<file path="src/rtl/riscv_pipe_pkg.sv">
// Shared types and constants for the 5-stage RISC-V pipeline control logic.
package riscv_pipe_pkg;

  localparam logic [6:0] OP_LW  = 7'b0000011;
  localparam logic [6:0] OP_I   = 7'b0010011;
  localparam logic [6:0] OP_R   = 7'b0110011;
  localparam logic [6:0] OP_BR  = 7'b1100011;
  localparam logic [6:0] OP_JAL = 7'b1101111;

  typedef enum logic [1:0] {
    FWD_RF  = 2'd0,
    FWD_EX  = 2'd1,
    FWD_MEM = 2'd2,
    FWD_WB  = 2'd3
  } fwd_sel_t;

  typedef enum logic {
    HZ_RUN   = 1'b0,
    HZ_FLUSH = 1'b1
  } hz_state_t;

endpackage

</file>
<file path="src/rtl/hazard_fwd_sel.sv">
// Priority forwarding select for one decode operand: EX > MEM > WB > register file.
module hazard_fwd_sel
  import riscv_pipe_pkg::*;
#(
  parameter int REG_AW = 5
) (
  input  logic [REG_AW-1:0] rs,
  input  logic              use_rs,
  input  logic [REG_AW-1:0] ex_rd,
  input  logic              ex_regwen,
  input  logic              ex_is_load,
  input  logic [REG_AW-1:0] mem_rd,
  input  logic              mem_regwen,
  input  logic [REG_AW-1:0] wb_rd,
  input  logic              wb_regwen,
  output fwd_sel_t          sel
);

  // A load result does not exist in EX yet, so EX only forwards non-loads; x0 is never forwarded.
  always_comb begin
    sel = FWD_RF;
    if (use_rs && (rs != '0)) begin
      if (ex_regwen && !ex_is_load && (ex_rd == rs)) begin
        sel = FWD_EX;
      end else if (mem_regwen && (mem_rd == rs)) begin
        sel = FWD_MEM;
      end else if (wb_regwen && (wb_rd == rs)) begin
        sel = FWD_WB;
      end
    end
  end

endmodule

</file>
<file path="src/rtl/pipeline_hazard_controller.sv">
// Pipeline sequencer: load-use stalls, redirect flushes, forwarding selects and perf counters.
module pipeline_hazard_controller
  import riscv_pipe_pkg::*;
#(
  parameter int REG_AW       = 5,
  parameter int FLUSH_CYCLES = 2,
  parameter int CNT_W        = 16
) (
  input  logic              clock,
  input  logic              reset,
  input  logic [REG_AW-1:0] id_rs1,
  input  logic [REG_AW-1:0] id_rs2,
  input  logic              id_use_rs1,
  input  logic              id_use_rs2,
  input  logic [REG_AW-1:0] ex_rd,
  input  logic              ex_regwen,
  input  logic              ex_is_load,
  input  logic              ex_pc_sel,
  input  logic [REG_AW-1:0] mem_rd,
  input  logic              mem_regwen,
  input  logic [REG_AW-1:0] wb_rd,
  input  logic              wb_regwen,
  output logic              pc_en,
  output logic              if_id_en,
  output logic              if_id_flush,
  output logic              id_ex_bubble,
  output logic [1:0]        fwd_a,
  output logic [1:0]        fwd_b,
  output logic              busy_flush,
  output logic [CNT_W-1:0]  stall_count,
  output logic [CNT_W-1:0]  flush_count
);

  hz_state_t  state, next_state;
  logic [2:0] flush_left, next_left;
  logic       load_use, stall_inc, flush_inc;
  fwd_sel_t   sel_a, sel_b;

  hazard_fwd_sel #(.REG_AW(REG_AW)) u_fwd_a (
    .rs(id_rs1), .use_rs(id_use_rs1),
    .ex_rd(ex_rd), .ex_regwen(ex_regwen), .ex_is_load(ex_is_load),
    .mem_rd(mem_rd), .mem_regwen(mem_regwen),
    .wb_rd(wb_rd), .wb_regwen(wb_regwen),
    .sel(sel_a)
  );

  hazard_fwd_sel #(.REG_AW(REG_AW)) u_fwd_b (
    .rs(id_rs2), .use_rs(id_use_rs2),
    .ex_rd(ex_rd), .ex_regwen(ex_regwen), .ex_is_load(ex_is_load),
    .mem_rd(mem_rd), .mem_regwen(mem_regwen),
    .wb_rd(wb_rd), .wb_regwen(wb_regwen),
    .sel(sel_b)
  );

  assign fwd_a      = reset ? 2'd0 : 2'(sel_a);
  assign fwd_b      = reset ? 2'd0 : 2'(sel_b);
  assign busy_flush = (state == HZ_FLUSH);

  assign load_use = ex_is_load && ex_regwen && (ex_rd != '0) &&
                    ((id_use_rs1 && (id_rs1 == ex_rd)) ||
                     (id_use_rs2 && (id_rs2 == ex_rd)));

  // Outputs are forced to their idle values while reset is held, whatever the inputs do.
  always_comb begin
    next_state   = state;
    next_left    = flush_left;
    pc_en        = 1'b1;
    if_id_en     = 1'b1;
    if_id_flush  = 1'b0;
    id_ex_bubble = 1'b0;
    stall_inc    = 1'b0;
    flush_inc    = 1'b0;
    if (!reset) begin
      case (state)
        HZ_RUN: begin
          if (ex_pc_sel) begin
            if_id_flush  = 1'b1;
            id_ex_bubble = 1'b1;
            flush_inc    = 1'b1;
            if (FLUSH_CYCLES > 1) begin
              next_state = HZ_FLUSH;
              next_left  = 3'(FLUSH_CYCLES - 1);
            end
          end else if (load_use) begin
            pc_en        = 1'b0;
            if_id_en     = 1'b0;
            id_ex_bubble = 1'b1;
            stall_inc    = 1'b1;
          end
        end
        HZ_FLUSH: begin
          if_id_flush  = 1'b1;
          id_ex_bubble = 1'b1;
          next_left    = flush_left - 3'd1;
          if (flush_left == 3'd1) begin
            next_state = HZ_RUN;
            next_left  = 3'd0;
          end
        end
        default: begin
          next_state = HZ_RUN;
          next_left  = 3'd0;
        end
      endcase
    end
  end

  // Performance counters stick at all-ones rather than wrapping.
  always_ff @(posedge clock or posedge reset) begin
    if (reset) begin
      state       <= HZ_RUN;
      flush_left  <= 3'd0;
      stall_count <= '0;
      flush_count <= '0;
    end else begin
      state      <= next_state;
      flush_left <= next_left;
      if (stall_inc && (stall_count != '1)) stall_count <= stall_count + CNT_W'(1);
      if (flush_inc && (flush_count != '1)) flush_count <= flush_count + CNT_W'(1);
    end
  end

endmodule

</file>
<file path="config.mk">
export PLATFORM = sky130hd
export DESIGN_NAME = pipeline_hazard_controller
export DESIGN_NICKNAME = d
export VERILOG_FILES = /design/src/rtl/riscv_pipe_pkg.sv /design/src/rtl/hazard_fwd_sel.sv /design/src/rtl/pipeline_hazard_controller.sv
export SDC_FILE = /design/constraint.sdc
export NUM_CORES = 1
export LEC_CHECK = 0
export ABC_CLOCK_PERIOD_IN_PS = 3400
export BUFFER_PORTS_ARGS = -buffer_cell sky130_fd_sc_hd__buf_4
export CORE_MARGIN = 2
export CORE_UTILIZATION = 50
export CTS_CLUSTER_SIZE = 25
export DETAILED_ROUTE_END_ITERATION = 7
export HOLD_SLACK_MARGIN = 0.05
export PLACE_DENSITY = 0.88
export SKIP_CTS_REPAIR_TIMING = 1
export SYNTH_ARGS = -nofsm -noshare
export SYNTH_HDL_FRONTEND = slang
export SYNTH_SLANG_ARGS = --single-unit
</file>
<file path="constraint.sdc">
create_clock -name clock -period 3.4 [get_ports clock]
set_input_delay 0 -clock clock [delete_from_list [all_inputs] [get_ports clock]]
set_output_delay 0 -clock clock [all_outputs]
set_load 0.05 [all_outputs]
</file>
Word level (Yosys, flattened, before mapping)

Index checks and enable logic that the tools add are counted.

Bits in registers: 36
Memories: 0
Bits in latches: 0
Input bits: 34
Output and inout bits: 41
Bits in writable memories: 0
Bits in read-only memories: 0

Divide/modulo/power cells: 0
Mux-type cells: 31
Bitwise operators: 2
Reduce and logical (&&, ||, !) cells: 22
$lt $le $gt $ge: 0
Add/sub/neg operators: 3
$mul: 0
Shift operators: 0
Eq/ne operators: 12

Operators by type and width:

| cell                    | count |
|---|---|
| $eq A5 B5 Y1            | 8 |
| $add A16 B1 Y16 const B | 2 |
| $ne A16 B16 Y1 const B  | 2 |
| $mux W2                 | 10 |
| $logic_and A1 B1 Y1     | 16 |
| $mux W1                 | 15 |
| $reduce_bool A5 Y1      | 3 |
| $mux W3                 | 2 |
| $pmux W1 S2             | 3 |
| $pmux W3 S2             | 1 |
| $eq A3 B1 Y1 const B    | 1 |
| $sub A3 B1 Y3 const B   | 1 |
| $ne A2 B2 Y1 const B    | 1 |
| $not A1 Y1              | 2 |
| $reduce_and A2 Y1       | 1 |
| $logic_not A1 Y1        | 1 |
| $logic_or A1 B1 Y1      | 1 |

Depth between registers and ports, before layout

Depth in word-level cells: 9
Mapped depth: 7
Mapped depth without buffers: 6

Hierarchy

From an unflattened synthesis, not the netlist that was laid out.

Cell total of the unflattened synthesis: 245
Area, all modules: 2442.3 um^2

By module, submodules not included:

| module                     | sequential area each (um^2) | times used | cells an instance | area an instance (um^2) |
|---|---|---|---|---|
| pipeline_hazard_controller | 900.9                       | 1          | 191               | 1991.9 |
| hazard_fwd_sel             | 0.0                         | 2          | 27                | 225.2 |

Worst setup path after synthesis

OpenSTA, ideal clock, no wires.

Path kind: register -> register
Start: reg state, in the netlist busy_flush
End: reg flush_left[2]
Cell stages (with the launch flop): 6
Data required time: 3.317 ns
Clock period less this slack: 2.052 ns
Setup time: 0.083 ns
Path slack: 1.348 ns
Data arrival time: 1.969 ns
Cell sequence: dfrtp_1 > nor2_1 > nor2_1 > nand3_1 > o21ai_0 > o2bb2ai_1

Longest elaborated chain between the ends: 3
Elaborated cells on any way between the ends: 4
Those cells by class: eq/ne (1); mux (1); bitwise (1); reduce/logical (1)

RTL lines:

| item                        | RTL line                          | text |
|---|---|---|
| from (decl)                 | pipeline_hazard_controller.sv:34  | `hz_state_t state, next_state;` |
| from (signal assigned)      | pipeline_hazard_controller.sv:116 | `state <= next_state;` |
| $not A1 Y1                  | -                                 |  |
| $ne A2 B2 Y1 (no line)      | -                                 |  |
| $reduce_and A2 Y1 (no line) | -                                 |  |
| to (signal assigned)        | pipeline_hazard_controller.sv:117 | `flush_left <= next_left;` |
| to (decl)                   | pipeline_hazard_controller.sv:35  | `logic [2:0] flush_left, next_left;` |

Several ways; a longest one is shown, not always the timed one.
A chain may end at the register's enable or synchronous reset.

Worst setup path after layout

Start: reg state, in the netlist busy_flush
End: reg stall_count[1]

Longest elaborated chain between the ends: 3

RTL lines:

| item                 | RTL line                          | text |
|---|---|---|
| $mux W1              | pipeline_hazard_controller.sv:74  | `case (state)` |
| $mux W1              | pipeline_hazard_controller.sv:73  | `if (!reset) begin` |
| $logic_and A1 B1 Y1  | pipeline_hazard_controller.sv:118 | `if (stall_inc && (stall_count != '1)) stall_count <= stall_count + CNT_W'(1);` |
| to (signal assigned) | pipeline_hazard_controller.sv:118 |  |
| to (decl)            | pipeline_hazard_controller.sv:30  | `output logic [CNT_W-1:0] stall_count,` |

No other way between the ends.

==> run metrics <==
status=finished, final reports clean; area share of the largest cell type after synthesis=about two fifths; most frequent cell after synthesis=dfrtp_1; commonest cells in the netlist=dfrtp_1, xnor2_1, nand3_1, xor2_1, nor2_1; top cells by area, synth=dfrtp_1, xnor2_1, xor2_1, nand3_1, nand4_1; RSZ-0062 raised after global routing=false; initial drt markers=150; Worst path slowest cell=dfrtp_1; pwr dens=between 400 and 500 nW/um^2; CTS sink count=36; initial antenna violation count=0; core area=around 4400 sq um; largest area contributor in the netlist=dfrtp_1; largest net degree at the start of global routing=40; # setup viols final=0; hold slack=104 ps; die area=between 5000 and 6000 sq um; PnR Total Power=approximately 1.4 mW; Worst R2R Start=busy_flush; EDFF count, synth=0; Root Driver=clkbuf_8; layout cells sized above 1=31.6%; CP required=around 3600 ps; first-pass GRT wire length=9.83 mm; asr flop ratio synth=100%; drt via density=around 5.6; Unique masters post-synth=45; H-Tree Depth=2; Worst setup SP type=flop; gr ovfl total=0; Seq cells post-synth=36; Die Y=72.3 microns; CP Max Fanout=11; Clock Latency Late Sink=around 280 ps; GP Congestion=approximately 0.84; std cell rows=24; DP HPWL=~4.4 mm; I/O Buffers=74; clk buf depth=2; hold worst-path end=busy_flush; Filler cells=approximately 340; Crit Path Category=flop to flop; CTS tree=yes; Num CTS Buffers=5; clock-pin slew on the worst setup and hold paths=approximately 80 ps; peak supply drop=about 0.59 mV; Least-Margin Pin Slew=660 ps; YS warnings=0; total track usage=23.8%; per-cell routed wire length=around 15 microns; R2R setup slack=between 1000 and 1500 ps; R2R Path End=stall_count[1]; final worst path period share=a little under three fifths; Max Slew Vio Count=0; I/O pin cnt=75; Antenna Nets Post-Route=0; clock skew=approximately 5.7 ps; Min-Delay Startpoint=ex_pc_sel; Max Cap Viol=0; Routed WL=5.79 mm; Most used DFF post-synth=dfrtp_1; cells along the critical path=nor2_1 -> o211ai_2 -> a21oi_2 -> nand2_1 -> mux2_2; number of global-route vias before repair=between 2000 and 2500; routed vias=2107; relative slew slack=between 50% and 60%; final net count=360; DRC Markers=0; Post-Synthesis Cells=about 240; Final Hold Vio Count=0; TritonRoute pass-1 iters=4; setup TNS=0 ps; Mean Syn Cell Area=around 9.6 sq um; max frequency=0.516 GHz; Seq/Total Area, Yosys=between 30% and 40%; Setup crit end kind=flop; Hold Crit Class=input port to flop; P_leak=~1.4 nW; ant diodes=0; cell depth of the worst flop-to-flop path=5; WP data arrival=2120 ps; Die W=72.3 microns; syn_nets=~280; Period minus WS final=about 1900 ps; starting density of the core=between 50% and 60%; CP max stage delay=~430 ps; Hold Path Depth=3; Mapped Area=between 2000 and 2500 sq um; Area growth, synth to finish=30.1%
[cell usage in the layout (no fill, tap or decap), types with 2 or more instances in the layout]
cell type,count
nand4_1,11
and3_1,10
xor2_1,21
dfrtp_1,36
nor2_1,17
xnor2_1,33
clkinv_2,2
nor2b_1,3
clkbuf_8,6
nand2_1,14
inv_1,6
ha_1,4
o21ai_0,2
mux2_2,4
o211ai_1,2
nand3b_1,2
a21oi_1,8
nor4_1,6
or4_1,2
nand2b_1,4
buf_4,75
nand3_1,26
nor3_1,6
[flip-flops by register name, summed over array words and instances (netlist names)]
name,cells
stall_count,16
flush_left,3
flush_count,16
busy_flush,1
[critical path: cells and delay by family, from the launching register on]
kind | cells | cell delay (ps)
mux | 1 | 310
simple gates | 2 | 440
compound gates | 2 | 650
flops | 1 | 430
[per-stage QoR]
stage / util (%) / worst slack (ps) / instance area (sq um) / cells
final: 68.8 / 1460 / 3040 / 375
after global routing: 68.8 / 1280 / 3040 / 375
after CTS: 68.5 / 1480 / 3030 / 374
after detailed placement: 66.4 / 1480 / 2930 / 366
after global placement: 66.4 / 1600 / 2930 / 366
after floorplan: - / 1350 / 2330 / 243
[power breakdown]
group | switching, mW | leakage [nW] | total [mW] | internal (mW)
clock network | 0.151 | 0.0510 | 0.313 | 0.162
registers | 0.0686 | 0.482 | 0.550 | 0.481
logic | 0.316 | 0.896 | 0.500 | 0.184
total | 0.536 | 1.43 | 1.36 | 0.827
[layout make-up]
type | instances | area, sq um | area share [%]
well taps | 52 | 65.1 | 2.14
inverters | 7 | 26.3 | 0.866
multi-input cells | 196 | 1380 | 45.4
flip-flops and latches | 36 | 901 | 29.7
clock buffers | 6 | 82.6 | 2.72
repair buffers | 76 | 573 | 18.9
clock inverters | 2 | 10.0 | 0.330
[cell families (layout without fill, tap and decap cells)]
group / count (synthesis) / count (layout) / synth area share, %
simple gates: 113 / 113 / 27.9
mux: 6 / 6 / 3.00
xor+xnor: 54 / 54 / 20.3
buf+inv: 11 / 91 / 2.36
fa+ha+maj: 4 / 4 / 2.14
compound gates: 19 / 19 / 5.68
flops: 36 / 36 / 38.6
[metal layers]
layer  vias to the layer above  global-route usage [%]  share of wire [%]
met1                      1009                    29.4                 43
met5                         -                       0                  0
met2                        77                    40.9                 51
li1                       1017                       -                  -
met3                         4                    6.81                5.9
met4                         0                    5.87               0.38
[worst max path at each step]
stage | depth (start not counted) | endpoint | slack [ps] | startpoint
6_report | 5 | stall_count[1] | 1460 | busy_flush
4_1_cts | 5 | stall_count[1] | 1480 | stall_count[6]
5_1_grt | 5 | stall_count[1] | 1280 | stall_count[6]
3_5_place_dp | 5 | stall_count[1] | 1480 | busy_flush
2_1_floorplan | 5 | flush_left[2] | 1350 | busy_flush
3_3_place_gp | 5 | stall_count[1] | 1600 | busy_flush
Power figures use the tool's default switching activity.
